`src/rtl/muxpipe_if.sv`:
```
// muxpipe_if: handshake/data bundle between an upstream producer, the muxpipe
// channel selector and a downstream consumer.
interface muxpipe_if #(
   parameter int unsigned N  = 8,
   parameter int unsigned DW = 8
);
   logic [N-1:0]    sel;
   logic [N*DW-1:0] in;
   logic            in_valid;
   logic            in_ready;
   logic [DW-1:0]   out;
   logic            out_err;
   logic            out_valid;
   logic            out_ready;

   // Producer/consumer side (drives beats in, accepts beats out)
   modport master (
      output sel, in, in_valid, out_ready,
      input  in_ready, out, out_err, out_valid
   );

   // muxpipe side
   modport slave (
      input  sel, in, in_valid, out_ready,
      output in_ready, out, out_err, out_valid
   );
endinterface

```
`src/rtl/muxpipe.sv`:
```
// muxpipe: one-hot N:1 channel mux feeding a 2-entry skid buffer.
// Non-one-hot selects produce a zero beat flagged with out_err.
// Optional feature macro: MUXPIPE_ERRCNT_EN adds the saturating err_count port.
module muxpipe #(
   parameter int unsigned N  = 8,
   parameter int unsigned DW = 8,
   parameter int unsigned CW = 8
) (
   input  logic          clk,
   input  logic          rst,
   muxpipe_if.slave      bus
`ifdef MUXPIPE_ERRCNT_EN
   ,
   output logic [CW-1:0] err_count
`endif
);

   // Elaboration-time parameter sanity
   if (N < 2)  begin : g_bad_n  $error("muxpipe: N must be >= 2");  end
   if (CW < 1) begin : g_bad_cw $error("muxpipe: CW must be >= 1"); end

   typedef enum logic [1:0] {
      EMPTY = 2'd0,
      ONE   = 2'd1,
      TWO   = 2'd2
   } state_e;

   state_e        state_q, state_d;
   logic [DW-1:0] head_data_q, head_data_d;
   logic [DW-1:0] tail_data_q, tail_data_d;
   logic          head_err_q, head_err_d;
   logic          tail_err_q, tail_err_d;
   logic          in_ready_q, in_ready_d;
   logic          out_valid_q, out_valid_d;

   logic          push;
   logic          pop;
   logic          onehot;
   logic [DW-1:0] mux_data;
   logic          mux_err;

   // Handshakes; in_ready comes from a flop so out_ready never reaches it
   assign push = bus.in_valid & in_ready_q;
   assign pop  = out_valid_q & bus.out_ready;

   // Select decode: OR-mux of selected channels, forced to zero unless one-hot
   always_comb begin
      mux_data = '0;
      onehot   = (bus.sel != '0) && ((bus.sel & (bus.sel - N'(1))) == '0);
      for (int i = 0; i < int'(N); i++) begin
         if (bus.sel[i]) begin
            mux_data = mux_data | bus.in[DW*i +: DW];
         end
      end
      if (!onehot) begin
         mux_data = '0;
      end
      mux_err = ~onehot;
   end

   // Skid buffer next state: head is the presented beat, tail the overflow slot
   always_comb begin
      state_d     = state_q;
      head_data_d = head_data_q;
      head_err_d  = head_err_q;
      tail_data_d = tail_data_q;
      tail_err_d  = tail_err_q;
      case (state_q)
         EMPTY: begin
            if (push) begin
               head_data_d = mux_data;
               head_err_d  = mux_err;
               state_d     = ONE;
            end
         end
         ONE: begin
            if (push && pop) begin
               head_data_d = mux_data;
               head_err_d  = mux_err;
            end else if (push) begin
               tail_data_d = mux_data;
               tail_err_d  = mux_err;
               state_d     = TWO;
            end else if (pop) begin
               state_d     = EMPTY;
            end
         end
         TWO: begin
            // in_ready is low here, so no push can occur
            if (pop) begin
               head_data_d = tail_data_q;
               head_err_d  = tail_err_q;
               state_d     = ONE;
            end
         end
         default: begin
            state_d = EMPTY;
         end
      endcase
      in_ready_d  = (state_d != TWO);
      out_valid_d = (state_d != EMPTY);
   end

   // State and registered outputs
   always_ff @(posedge clk) begin
      if (rst) begin
         state_q     <= EMPTY;
         head_data_q <= '0;
         head_err_q  <= 1'b0;
         tail_data_q <= '0;
         tail_err_q  <= 1'b0;
         in_ready_q  <= 1'b1;
         out_valid_q <= 1'b0;
      end else begin
         state_q     <= state_d;
         head_data_q <= head_data_d;
         head_err_q  <= head_err_d;
         tail_data_q <= tail_data_d;
         tail_err_q  <= tail_err_d;
         in_ready_q  <= in_ready_d;
         out_valid_q <= out_valid_d;
      end
   end

   assign bus.in_ready  = in_ready_q;
   assign bus.out_valid = out_valid_q;
   assign bus.out       = head_data_q;
   assign bus.out_err   = head_err_q;

`ifdef MUXPIPE_ERRCNT_EN
   logic [CW-1:0] err_cnt_q, err_cnt_d;

   // Saturating count of accepted error beats
   always_comb begin
      err_cnt_d = err_cnt_q;
      if (push && mux_err && (err_cnt_q != {CW{1'b1}})) begin
         err_cnt_d = err_cnt_q + CW'(1);
      end
   end

   // Error counter register
   always_ff @(posedge clk) begin
      if (rst) begin
         err_cnt_q <= '0;
      end else begin
         err_cnt_q <= err_cnt_d;
      end
   end

   assign err_count = err_cnt_q;
`endif

endmodule

```
`src/flat_wrapper.sv`:
```
// flat-port wrapper written by rule: the top's interface ports become plain ports
module muxpipe_flat 
#(
   parameter int unsigned N  = 8,
   parameter int unsigned DW = 8,
   parameter int unsigned CW = 8
)
  (clk, rst, bus_sel, bus_in, bus_in_valid, bus_out_ready, bus_in_ready, bus_out, bus_out_err, bus_out_valid);
  muxpipe_if #(.N(N), .DW(DW)) bus_i ();
  input  logic clk;
  input  logic rst;
  input wire logic [$bits(bus_i.sel)-1:0] bus_sel;
  input wire logic [$bits(bus_i.in)-1:0] bus_in;
  input wire logic [$bits(bus_i.in_valid)-1:0] bus_in_valid;
  input wire logic [$bits(bus_i.out_ready)-1:0] bus_out_ready;
  output wire logic [$bits(bus_i.in_ready)-1:0] bus_in_ready;
  output wire logic [$bits(bus_i.out)-1:0] bus_out;
  output wire logic [$bits(bus_i.out_err)-1:0] bus_out_err;
  output wire logic [$bits(bus_i.out_valid)-1:0] bus_out_valid;
  assign bus_i.sel = bus_sel;
  assign bus_i.in = bus_in;
  assign bus_i.in_valid = bus_in_valid;
  assign bus_i.out_ready = bus_out_ready;
  assign bus_in_ready = bus_i.in_ready;
  assign bus_out = bus_i.out;
  assign bus_out_err = bus_i.out_err;
  assign bus_out_valid = bus_i.out_valid;
  muxpipe #(.N(N), .DW(DW), .CW(CW)) u_core (.clk(clk), .rst(rst), .bus(bus_i));
endmodule
```
`config.mk`:
```
export PLATFORM = sky130hd
export DESIGN_NAME = muxpipe_flat
export DESIGN_NICKNAME = d
export VERILOG_FILES = /design/src/rtl/muxpipe_if.sv /design/src/rtl/muxpipe.sv /design/src/flat_wrapper.sv
export SDC_FILE = /design/constraint.sdc
export NUM_CORES = 1
export LEC_CHECK = 0
export CAP_MARGIN = 25
export CORE_UTILIZATION = 35
export CTS_CLUSTER_SIZE = 25
export DETAILED_ROUTE_END_ITERATION = 6
export HOLD_SLACK_MARGIN = 0.1
export PLACE_DENSITY = 0.79
export SLEW_MARGIN = 20
export SYNTH_ARGS = -nofsm -noshare
export SYNTH_HDL_FRONTEND = slang
export SYNTH_SLANG_ARGS = --single-unit
```
`constraint.sdc`:
```
create_clock -name clk -period 2.8 [get_ports clk]
set_clock_uncertainty 0.05 [all_clocks]
set_input_delay 0.56 -clock clk [delete_from_list [all_inputs] [get_ports clk]]
set_output_delay 0.56 -clock clk [all_outputs]
set_load 0.005 [all_outputs]
```
==> flow_metrics.tcl <==
set metrics [dict create \
    crit_chain "clkdlybuf4s50_1 -> or4_4 -> a2111oi_0 -> a31o_2 -> a32oi_1 -> a211oi_1" \
    path_buf_inv 1 \
    critical_path.endpoint_type "register" \
    ioPinCount 87 \
    synthAdderAreaFrac_pct 0.7685 \
    grt_usage_pct 24.49 \
    hpwl_um 3802 \
    die_height_um 63.01 \
    finalMaxSlewViolations 0 \
    cp_slowest_cell "or4_4" \
    synth_top_area_share_pct 33.81 \
    routed.top_layer "met4" \
    worst_slew_pin_slew_ns 0.6994 \
    synth_area_leaders "dfxtp_1 34%, a22oi_1 18%, a32oi_1 11%" \
    numPortBuffers 86 \
    critPathTopFamily "compound AO/OA/AOI/OAI gates" \
    numCtsBuffers 3 \
    worstSetupStartpointType "primary input" \
    area_delta_synth_final_pct 77.71 \
    ctsHoldBuffers 0 \
    seq_area_frac_synth_pct 33.81 \
    cellLeakagePower_nw 0.8223 \
    min_period_ns 2.510 \
    dr.pass1.iters 4 \
    utilization_pct 67.25 \
    synth_most_common_cell "a22oi_1" \
    post_cts_buffers 0 \
    globalplace.congestion 0.8122 \
    start_util_pct 37.84 \
    drt-met1-wl_um 2025 \
    synth-main-ff-cell "dfxtp_1" \
    ant_nets 0 \
    setup_violations 0 \
    cap_violations 0 \
    gr-total-overflow 0 \
    synth_commonest_cells "32 x a22oi_1, 22 x dfxtp_1, 20 x nor2_1, 16 x a32oi_1, 12 x clkbuf_1" \
    drtIter0Drc 92 \
    cts_tree "yes" \
    cts_resized 0 \
    syn-cell-area_um2 1302 \
    placed_area_um2 2273 \
    rsz0062_at_grt "false" \
    syn_nets 230 \
    status "complete, no violations" \
    ir_worst_vdd_v 0.0003106 \
    worstPathMaxFanout 16 \
    startpoint "bus_sel[1]" \
    synth.distinct_cells 31 \
    cts_root_buffer "clkbuf_8" \
    insertion_delay_ns 0.26 \
    viasPerCell 5.615 \
    synth_compound_area_share_pct 42.36 \
    first_global_vias 1622 \
    synth_edf_count 0 \
    yosys.area_share.simple_pct 17.29 \
    synthesis.area_per_instance_um2 8.458 \
    async_reset_ff_share_pct 0 \
    antenna_found_initial 0 \
    dp_cells 288 \
    num_vias 1634 \
    rr_startpoint "u_core.state_q[1]$_SDFF_PP0_" \
    power_density_nw_per_um2 369.0 \
    muxShareOfSynthArea_pct 0 \
    post-route-period-util_pct 89.65 \
    routed_wl_um 4814 \
    grt_first_pass_wirelength_um 7617 \
    clkTransAtPathRegs_ns 0.07 \
    die_area_um2 3970 \
    synth_cells 154 \
    antenna_cells 0 \
    drive_above_1_share_pct 9.388 \
    finalInstanceArea_um2 2315 \
    synth_top_family_by_area "compound AO/OA/AOI/OAI gates" \
    ys_ff_latch 22 \
    crit_required_ns 2.92 \
    die_x_um 63.01 \
    worstSetupPathType "in2reg" \
    grt_max_degree 17 \
    met3_length_um 236 \
    hold_start "u_core.tail_err_q$_SDFFE_PP0P_" \
    drt-wirelength-per-cell_um 16.54 \
    synth_area_leader_cell "dfxtp_1" \
    synth_warnings 0 \
    finalHoldViolCount 0 \
    holdCritPathClass "reg2reg" \
    drc 0 \
    cp.arrival_ns 2.63 \
    maxSlewHeadroom_pct 53.06 \
    num_rows 21 \
    cpPeakStageDelay_ns 0.56 \
    synth-xor-area-share_pct 0 \
    htree_levels 1 \
    nets 323 \
    stdcell_count 291 \
    timing.fmax_mhz 398.4 \
    route.met2.wl_um 2443 \
    numClockSinks 22 \
    clk_path_buf_depth 2 \
    coreArea_um2 3442 \
]
## area by class of cell
class                      count  area [um2]
inverter                       2       7.507
sequential                    22       440.4
tap                           46       57.56
timing repair buffer         102       980.9
multi-input combinational    116       787.0
fill                         297        1127
clock buffer                   3       41.29
## path summary, 6_finish.rpt
check / to / depth (start not counted) / slack (ns)
max: u_core.bus.out[1]$_SDFFE_PP0P_ / 6 / 0.29
min: u_core.tail_err_q$_SDFFE_PP0P_ / 2 / 0.43
min reg2reg: u_core.tail_err_q$_SDFFE_PP0P_ / 2 / 0.43
max reg2reg: u_core.bus.out[3]$_SDFFE_PP0P_ / 5 / 0.97
## metrics by stage
stage,hold WS [ns],setup slack [ns],power [W],TNS [ns]
floorplan,0.3983,0.5863,0.0004794,0
global placement,0.4138,-0.03317,0.0006692,-0.2359
CTS,0.4265,0.1403,0.0008604,0
detailed placement,0.4160,-0.1338,0.0006729,-0.8182
finish,0.4271,0.2899,0.0008542,0
global route,0.4514,0.1767,0.0009036,0
## logic make-up after synthesis
family,after synthesis
simple gates,44
compound gates,71
flops,22
fa+ha+maj,1
buf+inv,16
## layer usage
layer | up-vias | track usage (%)
met5 | - | 0
met4 | 0 | 8.721
met3 | 13 | 5.657
met2 | 61 | 42.47
met1 | 743 | 29.06
li1 | 817 | -
## worst reg2reg max path, stage by stage (launching register included)
cell	delay [ns]
dfxtp_1	0.35
nand3b_1	0.22
o21ai_1	0.59
buf_4	0.27
nor2_1	0.05
a211oi_1	0.21
## report_power, final
part	total [W]	leakage (nW)	switching, W	internal (W)
Combinational	0.000311	0.621	0.000121	0.000190
Sequential	0.000357	0.180	0.0000180	0.000339
Clock	0.000187	0.0216	0.0000907	0.0000959
Total	0.000854	0.822	0.000229	0.000625
## placed cells by master (no fill, tap or decap), types with 2 or more instances in the layout
cell type,synthesis,routed
nor2_1,20,20
nand3_1,2,2
clkdlybuf4s50_1,0,86
a32oi_1,16,16
buf_4,0,16
dfxtp_1,22,22
o21ai_0,3,3
nand4_1,9,9
a22oi_1,32,32
clkbuf_8,0,3
nand2b_1,2,2
inv_1,2,2
a211oi_1,9,9
a21oi_1,3,3
nand2_1,3,3
## registers in the layout, indices dropped and copies added (netlist names)
| signal | flops |
|---|---|
| u_core.bus.in_ready | 1 |
| u_core.bus.out_valid | 1 |
| u_core.state_q | 2 |
| u_core.tail_data_q | 8 |
| u_core.bus.out_err | 1 |
| u_core.tail_err_q | 1 |
| u_core.bus.out | 8 |
(Power assumes the default switching activity.)
